[src/rtl/proc_run_ctrl.sv]
// Pushbutton-driven run sequencer for the board-level processor core.
// Debounces the key, issues step or free-run instructions, and latches results with a watchdog.
module proc_run_ctrl #(
    parameter int unsigned DEBOUNCE_CYCLES = 500000,
    parameter int unsigned TIMEOUT_CYCLES  = 1024,
    parameter int unsigned DATA_W          = 16
) (
    input  logic              CLOCK_50,
    input  logic              Reset,
    input  logic              KeyN,
    input  logic              Mode,
    input  logic              Done,
    input  logic [DATA_W-1:0] DIn,
    output logic              Run,
    output logic              Busy,
    output logic [DATA_W-1:0] Result,
    output logic [DATA_W-1:0] StepCount,
    output logic              Fault
);

    localparam int unsigned DB_W = $clog2(DEBOUNCE_CYCLES + 1);
    localparam int unsigned WD_W = $clog2(TIMEOUT_CYCLES + 1);
    localparam logic [DB_W-1:0] DB_LAST = DB_W'(DEBOUNCE_CYCLES - 1);
    localparam logic [WD_W-1:0] WD_LAST = WD_W'(TIMEOUT_CYCLES - 1);

    typedef enum logic [2:0] {
        S_IDLE,
        S_ISSUE,
        S_WAIT,
        S_CAPTURE,
        S_FAULT
    } state_t;

    logic [1:0]        sync_q;
    logic              deb_q, deb_d;
    logic [DB_W-1:0]   dbc_q, dbc_d;
    logic              press_q;

    state_t            state_q, state_d;
    logic [WD_W-1:0]   wd_q, wd_d;
    logic [DATA_W-1:0] cap_q, cap_d;
    logic [DATA_W-1:0] res_q, res_d;
    logic [DATA_W-1:0] step_q, step_d;
    logic              run_q, fault_q;

    // Debounce: count consecutive cycles of disagreement, accept the new level on the last one.
    always_comb begin
        deb_d = deb_q;
        dbc_d = '0;
        if (sync_q[1] != deb_q) begin
            if (dbc_q == DB_LAST) begin
                deb_d = sync_q[1];
            end else begin
                dbc_d = dbc_q + 1'b1;
            end
        end
    end

    always_ff @(posedge CLOCK_50) begin
        if (Reset) begin
            sync_q  <= 2'b11;
            deb_q   <= 1'b1;
            dbc_q   <= '0;
            press_q <= 1'b0;
        end else begin
            sync_q  <= {sync_q[0], KeyN};
            deb_q   <= deb_d;
            dbc_q   <= dbc_d;
            press_q <= deb_q & ~deb_d;
        end
    end

    always_comb begin
        state_d = state_q;
        wd_d    = wd_q;
        cap_d   = cap_q;
        res_d   = res_q;
        step_d  = step_q;
        case (state_q)
            S_IDLE: begin
                if (press_q) begin
                    state_d = S_ISSUE;
                end
            end
            S_ISSUE: begin
                wd_d    = '0;
                state_d = S_WAIT;
            end
            S_WAIT: begin
                // Done wins over an expiring watchdog in the same cycle.
                if (Done) begin
                    cap_d   = DIn;
                    state_d = S_CAPTURE;
                end else if (wd_q == WD_LAST) begin
                    state_d = S_FAULT;
                end else begin
                    wd_d = wd_q + 1'b1;
                end
            end
            S_CAPTURE: begin
                res_d   = cap_q;
                step_d  = step_q + 1'b1;
                state_d = Mode ? S_ISSUE : S_IDLE;
            end
            S_FAULT: begin
                state_d = S_FAULT;
            end
            default: begin
                state_d = S_IDLE;
            end
        endcase
    end

    always_ff @(posedge CLOCK_50) begin
        if (Reset) begin
            state_q <= S_IDLE;
            wd_q    <= '0;
            cap_q   <= '0;
            res_q   <= '0;
            step_q  <= '0;
            run_q   <= 1'b0;
            fault_q <= 1'b0;
        end else begin
            state_q <= state_d;
            wd_q    <= wd_d;
            cap_q   <= cap_d;
            res_q   <= res_d;
            step_q  <= step_d;
            run_q   <= (state_d == S_ISSUE) || (state_d == S_WAIT);
            fault_q <= (state_d == S_FAULT);
        end
    end

    assign Run       = run_q;
    assign Fault     = fault_q;
    assign Result    = res_q;
    assign StepCount = step_q;
    assign Busy      = (state_q == S_ISSUE) || (state_q == S_WAIT) || (state_q == S_CAPTURE);

endmodule

[config.mk]
export PLATFORM = sky130hd
export DESIGN_NAME = proc_run_ctrl
export DESIGN_NICKNAME = d
export VERILOG_FILES = /design/src/rtl/proc_run_ctrl.sv
export SDC_FILE = /design/constraint.sdc
export NUM_CORES = 1
export LEC_CHECK = 0
export ABC_AREA = 1
export BUFFER_PORTS_ARGS = -buffer_cell sky130_fd_sc_hd__buf_4
export CORE_UTILIZATION = 60
export CTS_BUF_LIST = sky130_fd_sc_hd__clkbuf_8
export DETAILED_ROUTE_END_ITERATION = 16
export HOLD_SLACK_MARGIN = 0.06
export PLACE_DENSITY = 0.83
export SLEW_MARGIN = 20
export SYNTH_ARGS = -nofsm -noshare
export SYNTH_HDL_FRONTEND = slang
export SYNTH_SLANG_ARGS = --single-unit
[constraint.sdc]
create_clock -name CLOCK_50 -period 3.9 [get_ports CLOCK_50]
set_input_delay 0.585 -clock CLOCK_50 [delete_from_list [all_inputs] [get_ports CLOCK_50]]
set_output_delay 0.585 -clock CLOCK_50 [all_outputs]
set_load 0.005 [all_outputs]
==> run summary, run 1 <==
RUN STATUS
-------------------------------------------------------------------------------------------
Outcome ...................................................................... complete, no violations

DIE
-------------------------------------------------------------------------------------------
Starting density of the core .................................................        0.627
Die Width ....................................................................      83.7 um
Vertical die dimension .......................................................      83.7 um
Count of boundary I/O pins ...................................................           56
Die outline area .............................................................     7010 um2
Core Footprint ...............................................................     6390 um2
Row Count ....................................................................           29

TIMING
-------------------------------------------------------------------------------------------
Tightest Pin Transition ......................................................       983 ps
Max Clk Rate .................................................................      462 MHz
Number of hold violations in the final report ................................            0
Clock period minus final worst setup slack ...................................      2160 ps
Relative slew slack ..........................................................        0.341
Number of setup violations in the final report ...............................            0
Layout Skew ..................................................................      7.38 ps
RSZ-0062 raised after global routing .........................................           no
Post-Route Setup TNS .........................................................         0 ps
Slew Viols, Final ............................................................            0
Period utilization ...........................................................        0.555

PWR
-------------------------------------------------------------------------------------------
Peak VDD IR ..................................................................     0.282 mV
Leak Pwr .....................................................................      1.92 nW
Total power divided by cell area .............................................   335 nW/um2

CLOCK TREE
-------------------------------------------------------------------------------------------
Clk sink count ...............................................................           87
Number of gates resized after cts ............................................            0
Count of hold buffers inserted by post-cts repair ............................            0
Count of H-tree levels built during CTS ......................................            3
CTS tree .....................................................................          yes
Largest buffer count on any clock path .......................................            2
Worst-path clk slew ..........................................................        90 ps
Number of buffers created by CTS .............................................            9
Clk_lat worst skew ...........................................................       350 ps
CTS Root Buffer Type ......................................................... sky130_fd_sc_hd__clkbuf_8
Setup repair bufs after CTS ..................................................            0

SETUP PATH
-------------------------------------------------------------------------------------------
Crit-path slowest cell ....................................................... sky130_fd_sc_hd__dfxtp_1
Cell depth of the worst flop-to-flop path ....................................            8
Endpoint type of the worst setup path ........................................         flop
Delay contributed by the slowest stage of the critical path ..................       420 ps
Worst reg2reg startpoint ..................................................... state_q[2]$_SDFF_PP0_
Critical Setup Path Class .................................................... flop to flop
Crit start category ..........................................................         flop
Minimum setup slack among reg-to-reg paths ...................................      1740 ps
Maximum fanout count along the critical path .................................           24
Worst r2r dst ................................................................ wd_q[7]$_SDFFE_PP0P_
Data arrival, critical path ..................................................      2450 ps
Crit-path cells .............................................................. nor2_1 > nand2_1 > inv_2 > nand2_2 > inv_2 > a21oi_2 > nand2_1 > a21oi_2
Cell class contributing the biggest share of worst-path delay ................ simple AND/OR/NAND/NOR gates
Worst EP required ............................................................      4190 ps
Critical path buffers and inverters ..........................................            2

ROUTE
-------------------------------------------------------------------------------------------
Wire length per cell .........................................................      12.1 um
Via count ....................................................................        3,728
DR pass1 iterations ..........................................................            4
Final WL .....................................................................      8560 um
DRC ..........................................................................            0
Vias/cell ....................................................................         5.27
Post-DRT Antenna Nets ........................................................            0
Number of design-rule violations left by the first detailed-router iteration .          134

FINISH
-------------------------------------------------------------------------------------------
Layout overhead on the synthesized area ......................................        15.6%
Fillcell total ...............................................................          514
Nets .........................................................................          649
Area of the multi-input gates ................................................     1940 um2
Register area ................................................................     1740 um2
Number of standard cells in the final layout excluding fillers ...............          707
Diodes inserted ..............................................................            0
Fraction of layout cells with a size suffix above 1 ..........................        0.160

LOGIC SYNTHESIS
-------------------------------------------------------------------------------------------
Count of cell types in the netlist ...........................................           36
Average cell area after synthesis ............................................     6.97 um2
Register bit count reported by yosys .........................................           87
Sequential cell area fraction in the yosys report ............................        0.435
Net count after synthesis ....................................................          599
Netlist area before placement ................................................     4010 um2
Gate Count Post-Synth ........................................................          575
Synthesis warning total ......................................................            0

PLACED DESIGN
-------------------------------------------------------------------------------------------
Port bufs ....................................................................           55
Routability Congestion .......................................................        0.880
Total instance count after detailed placement ................................          691
Placed wire-length estimate after detailed placement .........................      5970 um

GLOBAL ROUTING
-------------------------------------------------------------------------------------------
Number of antenna violations at the first check in global routing ............            0
Maximum number of pins on one net before global-route repair .................           47
Aggregate global routing overflow ............................................            0
Global-route wire length before repair .......................................    14,500 um
Gr usage total ...............................................................        0.251
Via count of the first global-routing pass ...................................        3,438

HOLD PATH
-------------------------------------------------------------------------------------------
Worst Hold Class ............................................................. flop to flop
Worst hold path endpoint ..................................................... sync_q[1]$_SDFF_PP1_
Startpoint of the tightest hold check path ................................... sync_q[0]$_SDFF_PP1_
Cell depth of the worst hold path ............................................            1

JOB
-------------------------------------------------------------------------------------------
Number of max-cap violations .................................................            0

## area by class of cell
class	count	share of cell area
Multi-Input combinational cell	407	0.418
Sequential cell	87	0.376
Timing Repair Buffer	56	0.0908
Inverter	64	0.0519
Clock buffer	9	0.0267
Tap cell	77	0.0208
Clock inverter	7	0.0157
## where the power goes
part	internal, mW	switching [mW]	leakage, nW
sequential	0.889	0.000737	0.701
clock	0.298	0.329	0.101
combinational	0.0170	0.0187	1.12
## per-layer routing
metal  vias up  part of all wire  track usage
met4         0             0.023        0.123
met3        27             0.045       0.0396
li1       1935                 -            -
met1      1669              0.46        0.304
met5         -                 0            0
met2        97              0.47        0.431
## how the worst max path moves through the flow
stage,from,endpoint,slack [ps],depth (start not counted)
5_1_grt,state_q[2]$_SDFF_PP0_,wd_q[8]$_SDFFE_PP0P_,1470,8
6_report,state_q[2]$_SDFF_PP0_,wd_q[7]$_SDFFE_PP0P_,1740,8
3_3_place_gp,Reset,state_q[1]$_SDFF_PP0_,1860,4
3_5_place_dp,state_q[2]$_SDFF_PP0_,wd_q[9]$_SDFFE_PP0P_,1810,8
4_1_cts,state_q[2]$_SDFF_PP0_,wd_q[9]$_SDFFE_PP0P_,1760,8
2_1_floorplan,wd_q[0]$_SDFFE_PP0P_,wd_q[5]$_SDFFE_PP0P_,2350,10
## cells in the final DEF (no fill, tap or decap), types with 2 or more instances in the layout
cell                       count
sky130_fd_sc_hd__xor2_1        9
sky130_fd_sc_hd__a21oi_1      24
sky130_fd_sc_hd__o21bai_1      2
sky130_fd_sc_hd__nand2_2       5
sky130_fd_sc_hd__nand2_1     102
sky130_fd_sc_hd__nor3b_1       2
sky130_fd_sc_hd__nor2_2        4
sky130_fd_sc_hd__a21oi_2       6
sky130_fd_sc_hd__inv_2         4
sky130_fd_sc_hd__or2_2         2
sky130_fd_sc_hd__nor2_1      131
sky130_fd_sc_hd__buf_4        56
sky130_fd_sc_hd__nor2_4        2
sky130_fd_sc_hd__o21ai_0      45
sky130_fd_sc_hd__nand3_1      31
sky130_fd_sc_hd__nor3_1       10
sky130_fd_sc_hd__inv_1        60
sky130_fd_sc_hd__clkbuf_8      9
sky130_fd_sc_hd__inv_6         2
sky130_fd_sc_hd__nand4_1      15
sky130_fd_sc_hd__dfxtp_1      87
sky130_fd_sc_hd__nand2_4       3
sky130_fd_sc_hd__nand3_2       2
sky130_fd_sc_hd__ha_1          3
## registers in the layout, indices dropped and copies added (netlist names), 2 cells and up
| name | flops |
|---|---|
| StepCount | 16 |
| wd_q | 11 |
| state_q | 3 |
| Result | 16 |
| sync_q | 2 |
| cap_q | 16 |
| dbc_q | 19 |
## logic make-up (layout without fill, tap and decap cells)
logic type	Yosys count	after routing	share of synthesized area
simple gates	313	313	0.341
flops	87	87	0.435
compound gates	82	82	0.113
buf+inv	81	136	0.0818
xor+xnor	9	9	0.0197
fa+ha+maj	3	3	0.00937
## worst register-to-register path: cells and delay by family, from the launching register on
family                 cells  cell delay (ps)
AOI/OAI and AO/OA          2              440
buffers and inverters      2              370
DFF                        1              420
and+or+nand+nor            4              860
## metrics by stage
step | utilization | instance area [um2] | power, mW | worst slack (ps) | hold slack, ps
finish | 0.725 | 4630 | 1.55 | 1740 | 420
global route | 0.725 | 4630 | 1.61 | 1470 | 416
CTS | 0.725 | 4630 | 1.56 | 1760 | 417
detailed placement | 0.695 | 4440 | 0.946 | 1810 | 393
global placement | 0.695 | 4440 | 0.946 | 1860 | 397
floorplan | - | 4010 | 0.927 | 2350 | 389
## cells in the mapped netlist
library cell / number / area share
sky130_fd_sc_hd__a21oi_1: 24 / 0.030
sky130_fd_sc_hd__buf_4: 1 / 0.0019
sky130_fd_sc_hd__nor3b_1: 2 / 0.0037
sky130_fd_sc_hd__clkbuf_2: 1 / 0.0012
sky130_fd_sc_hd__nor3_1: 10 / 0.012
sky130_fd_sc_hd__inv_2: 4 / 0.0037
sky130_fd_sc_hd__buf_2: 2 / 0.0025
sky130_fd_sc_hd__ha_1: 3 / 0.0094
sky130_fd_sc_hd__or2_2: 2 / 0.0031
sky130_fd_sc_hd__o21bai_1: 2 / 0.0037
sky130_fd_sc_hd__o211ai_1: 1 / 0.0019
sky130_fd_sc_hd__nand2_4: 3 / 0.0084
sky130_fd_sc_hd__buf_12: 1 / 0.0050
sky130_fd_sc_hd__buf_1: 1 / 0.00094
sky130_fd_sc_hd__nand3_1: 31 / 0.039
sky130_fd_sc_hd__a211oi_1: 1 / 0.0019
sky130_fd_sc_hd__nand2_1: 102 / 0.096
sky130_fd_sc_hd__a21oi_2: 6 / 0.013
sky130_fd_sc_hd__o21ai_0: 45 / 0.056
sky130_fd_sc_hd__nand3b_2: 1 / 0.0028
sky130_fd_sc_hd__nor2_4: 2 / 0.0056
sky130_fd_sc_hd__clkbuf_1: 11 / 0.010
sky130_fd_sc_hd__nor2_2: 4 / 0.0062
sky130_fd_sc_hd__nand2_2: 5 / 0.0078
sky130_fd_sc_hd__nor3_2: 1 / 0.0025
sky130_fd_sc_hd__xor2_1: 9 / 0.020
sky130_fd_sc_hd__nand4_1: 15 / 0.023
sky130_fd_sc_hd__a22oi_1: 1 / 0.0019
sky130_fd_sc_hd__a21o_1: 1 / 0.0019
sky130_fd_sc_hd__inv_1: 60 / 0.056
sky130_fd_sc_hd__nor2_1: 131 / 0.12
sky130_fd_sc_hd__dfxtp_1: 87 / 0.43
sky130_fd_sc_hd__and2_1: 1 / 0.0016
sky130_fd_sc_hd__nand3_2: 2 / 0.0050
sky130_fd_sc_hd__and3_1: 1 / 0.0016
sky130_fd_sc_hd__a32o_1: 1 / 0.0025
Power figures use the tool's default switching activity.
==> inputs of run 2 (changes only) <==
ABC_AREA = 0   (was 1)
CORE_UTILIZATION = 53   (was 60)
PLACE_DENSITY = 0.78   (was 0.83)
clock period = 1.75 ns   (was 3.9 ns; I/O delays follow)
==> run 2 against run 1 <==
Compared with the run above: synthesized cell count down 23%; synthesized area down 6.7%; first-iteration DRC count up 23%; global-route usage down 2.5 points; highest routed layer unchanged.
==> run summary, run 2 <==
PLACED DESIGN
-------------------------------------------------------------------------------------------
Post-place setup slack .......................................................     -39.7 ps   -1850 ps
Placed Instance Area .........................................................     4510 um2   +1.8%
Total instance count after detailed placement ................................          614   -11%
Port bufs ....................................................................           55   unchanged
Routability Congestion .......................................................        0.781   -11%
Placed wire-length estimate after detailed placement .........................      5680 um   -4.9%

FINISH
-------------------------------------------------------------------------------------------
Most common cell after layout, fill and taps aside ........................... sky130_fd_sc_hd__buf_4
Flip-flop count of the largest register after layout .........................           19   unchanged
Post-route standard cell area excluding fillers ..............................     4800 um2   +3.6%
Number of standard cells in the final layout excluding fillers ...............          631   -11%
Most used cells in the layout excluding fill and tap cells ................... sky130_fd_sc_hd__buf_4 (100), sky130_fd_sc_hd__nand2_1 (82), sky130_fd_sc_hd__dfxtp_1 (79), sky130_fd_sc_hd__a21oi_1 (46), sky130_fd_sc_hd__nor2_1 (43)
Diodes inserted ..............................................................            0   unchanged
Fraction of layout cells with a size suffix above 1 ..........................        0.265   +0.105
Nets .........................................................................          554   -15%
Layout overhead on the synthesized area ......................................        28.4%
Register containing the most flip-flops in the final layout ..................        dbc_q

LOGIC SYNTHESIS
-------------------------------------------------------------------------------------------
Netlist area before placement ................................................     3740 um2   -6.7%
Net count after synthesis ....................................................          467   -22%
Most numerous cell types in the synthesized netlist .......................... sky130_fd_sc_hd__dfxtp_1 (87), sky130_fd_sc_hd__nand2_1 (82), sky130_fd_sc_hd__a21oi_1 (46), sky130_fd_sc_hd__nor2_1 (43), sky130_fd_sc_hd__xnor2_1 (17)
Async set-reset flop share out of synthesis ..................................            0   unchanged
Count of cell types in the netlist ...........................................           56   +56%
Number of synthesized flops with an enable pin ...............................            0   unchanged
Register bit count reported by yosys .........................................           87   unchanged
Gate Count Post-Synth ........................................................          443   -23%
Top post-synthesis cells by area ............................................. sky130_fd_sc_hd__dfxtp_1 (47%), sky130_fd_sc_hd__nand2_1 (8.2%), sky130_fd_sc_hd__a21oi_1 (6.2%)
Top-count cell post-synth .................................................... sky130_fd_sc_hd__dfxtp_1
Sequential cell area fraction in the yosys report ............................        0.466   +0.0313
Flip-flop cell with the highest count after synthesis ........................ sky130_fd_sc_hd__dfxtp_1
Synth top area share .........................................................        0.466   +0.0313
Average cell area after synthesis ............................................     8.44 um2   +21%
Yosys top cell by area ....................................................... sky130_fd_sc_hd__dfxtp_1
Synthesis warning total ......................................................            0   unchanged

TIMING
-------------------------------------------------------------------------------------------
Max Clk Rate .................................................................      573 MHz   +24%
RSZ-0062 raised after global routing .........................................          yes
Number of setup violations in the final report ...............................            0   unchanged
Relative slew slack ..........................................................        0.626   +0.285
Slew Viols, Final ............................................................            0   unchanged
Number of hold violations in the final report ................................            0   unchanged
Layout Skew ..................................................................      8.11 ps   +0.731 ps
Period utilization ...........................................................        0.998   +0.443
Clock period minus final worst setup slack ...................................      1750 ps   -418 ps
Tightest Pin Transition ......................................................       561 ps   -422 ps
Least setup slack across all paths after layout ..............................      4.16 ps   -1730 ps

CLOCK TREE
-------------------------------------------------------------------------------------------
CTS Root Buffer Type ......................................................... sky130_fd_sc_hd__clkbuf_8
Clk_lat worst skew ...........................................................       360 ps   about the same
Number of buffers created by CTS .............................................            9   unchanged
Clk sink count ...............................................................           87   unchanged
Worst-path clk slew ..........................................................        90 ps   about the same
CTS tree .....................................................................          yes
Largest buffer count on any clock path .......................................            2   unchanged
Count of hold buffers inserted by post-cts repair ............................            0   unchanged
Count of H-tree levels built during CTS ......................................            3   unchanged

DIE
-------------------------------------------------------------------------------------------
Die Width ....................................................................      86.0 um   +2.7%
Vertical die dimension .......................................................      86.0 um   +2.7%
Count of boundary I/O pins ...................................................           56   unchanged
Core Footprint ...............................................................     6790 um2   +6.4%
Row Count ....................................................................           30   +3.4%
Starting density of the core .................................................        0.550   -0.0773
Die outline area .............................................................     7390 um2   +5.5%

JOB
-------------------------------------------------------------------------------------------
Number of max-cap violations .................................................            0   unchanged

PWR
-------------------------------------------------------------------------------------------
Total power divided by cell area .............................................   758 nW/um2   +130%
Leak Pwr .....................................................................      1.73 nW   -9.7%
Peak VDD IR ..................................................................     0.703 mV   +150%
Overall power ................................................................      3.64 mW   +130%

SETUP PATH
-------------------------------------------------------------------------------------------
Data arrival, critical path ..................................................      2030 ps   -420 ps
Crit start category ..........................................................         flop
Critical Setup Path Class .................................................... flop to flop
Crit-path slowest cell ....................................................... sky130_fd_sc_hd__or4_4
Crit-path cells .............................................................. ha_4 > inv_2 > or4_4 > or3b_4 > a211oi_2
Worst EP required ............................................................      2030 ps   -2160 ps
Delay contributed by the slowest stage of the critical path ..................       530 ps   +110 ps
Maximum fanout count along the critical path .................................            2   -92%
Endpoint type of the worst setup path ........................................         flop

ROUTE
-------------------------------------------------------------------------------------------
DR pass1 iterations ..........................................................            4   unchanged
DRC ..........................................................................            0   unchanged
Post-DRT Antenna Nets ........................................................            0   unchanged
Wire length per cell .........................................................      13.1 um   +8.2%
Final WL .....................................................................      8270 um   -3.4%
Number of design-rule violations left by the first detailed-router iteration .          165   +23%
Via count ....................................................................        3,374   -9.5%
Vias/cell ....................................................................         5.35   +1.4%

GLOBAL ROUTING
-------------------------------------------------------------------------------------------
Global-route wire length before repair .......................................    13,500 um   -6.9%
Via count of the first global-routing pass ...................................        3,092   -10%
Gr usage total ...............................................................        0.226   -0.0247
Aggregate global routing overflow ............................................            0   unchanged
Maximum number of pins on one net before global-route repair .................           55   +17%
Number of antenna violations at the first check in global routing ............            0   unchanged

RUN STATUS
-------------------------------------------------------------------------------------------
Outcome ...................................................................... complete, no violations

HOLD PATH
-------------------------------------------------------------------------------------------
Worst Hold Class ............................................................. input port to flop

-- run 2: changes by cell type in the layout (fill, tap and decap cells not counted), moves of 20 or more --
cell                      change
sky130_fd_sc_hd__nor2_1      -88
sky130_fd_sc_hd__inv_1       -54
sky130_fd_sc_hd__buf_4       +44
sky130_fd_sc_hd__o21ai_0     -39
sky130_fd_sc_hd__a21oi_1     +22
sky130_fd_sc_hd__nand2_1     -20
-- run 2: cell type report --
cell class / instances / area [um2]
sequential: 87 / 1750
inverter: 7 / 26.3
multi-input combinational: 325 / 1920
clock inverter: 7 / 103
clock buffer: 9 / 124
tap: 96 / 120
timing repair buffer: 100 / 751
fill: 539 / 1990
-- run 2: what timing repair did --
item | CTS | global route
cloned | 0 | 0
endpoints found under the setup margin | 3 | 14
setup buffers | 0 | 1
gates resized for setup | 7 | 10
pin swaps | 3 | 1
-- run 2: final timing paths --
check | startpoint | to | slack (ps) | cells after the start
max | wd_q[1]$_SDFFE_PP0P_ | Fault$_SDFF_PP0_ | 4 | 5
max reg2reg | wd_q[1]$_SDFFE_PP0P_ | Fault$_SDFF_PP0_ | 4 | 5
min reg2reg | sync_q[0]$_SDFF_PP1_ | sync_q[1]$_SDFF_PP1_ | 430 | 1
min | KeyN | sync_q[0]$_SDFF_PP1_ | 90 | 2
-- run 2: routing by layer --
| metal | wire length, um | track usage | vias to the layer above |
|---|---|---|---|
| met3 | 323 | 0.0654 | 7 |
| met1 | 3670 | 0.270 | 1591 |
| li1 | - | - | 1711 |
| met5 | 0 | 0 | - |
| met4 | 71 | 0.0470 | 0 |
| met2 | 4200 | 0.403 | 65 |
-- run 2: kinds of logic (layout without fill, tap and decap cells) --
| group | count (synthesis) | in the layout | share of synthesized area |
|---|---|---|---|
| AO/OA/AOI/OAI | 73 | 73 | 0.114 |
| buffers and inverters | 31 | 123 | 0.0341 |
| adder cells (fa/ha/maj) | 3 | 3 | 0.0100 |
| flip-flops | 87 | 87 | 0.466 |
| multiplexers | 5 | 5 | 0.0137 |
| XOR/XNOR | 26 | 26 | 0.0609 |
| AND/OR/NAND/NOR | 218 | 218 | 0.301 |
-- run 2: critical path, delay by kind of cell (launching register included) --
family | cells | cell delay [ps]
fa+ha+maj | 1 | 140
simple gates | 2 | 950
flops | 1 | 360
compound gates | 1 | 190
buf+inv | 1 | 30
-- run 2: metrics by stage --
step	TNS, ps	util	hold slack [ps]
floorplan	-9.69	-	366
global placement	-4.71	0.664	402
detailed placement	-72.6	0.664	405
CTS	0	0.702	81.0
global route	-74.6	0.706	81.8
finish	0	0.706	87.8
-- run 2: where the power goes --
part           switching (mW)  total, mW  internal, mW
clock network           0.755       1.58         0.821
registers             0.00162       1.98          1.98
logic                  0.0420     0.0815        0.0395
total                   0.798       3.64          2.84
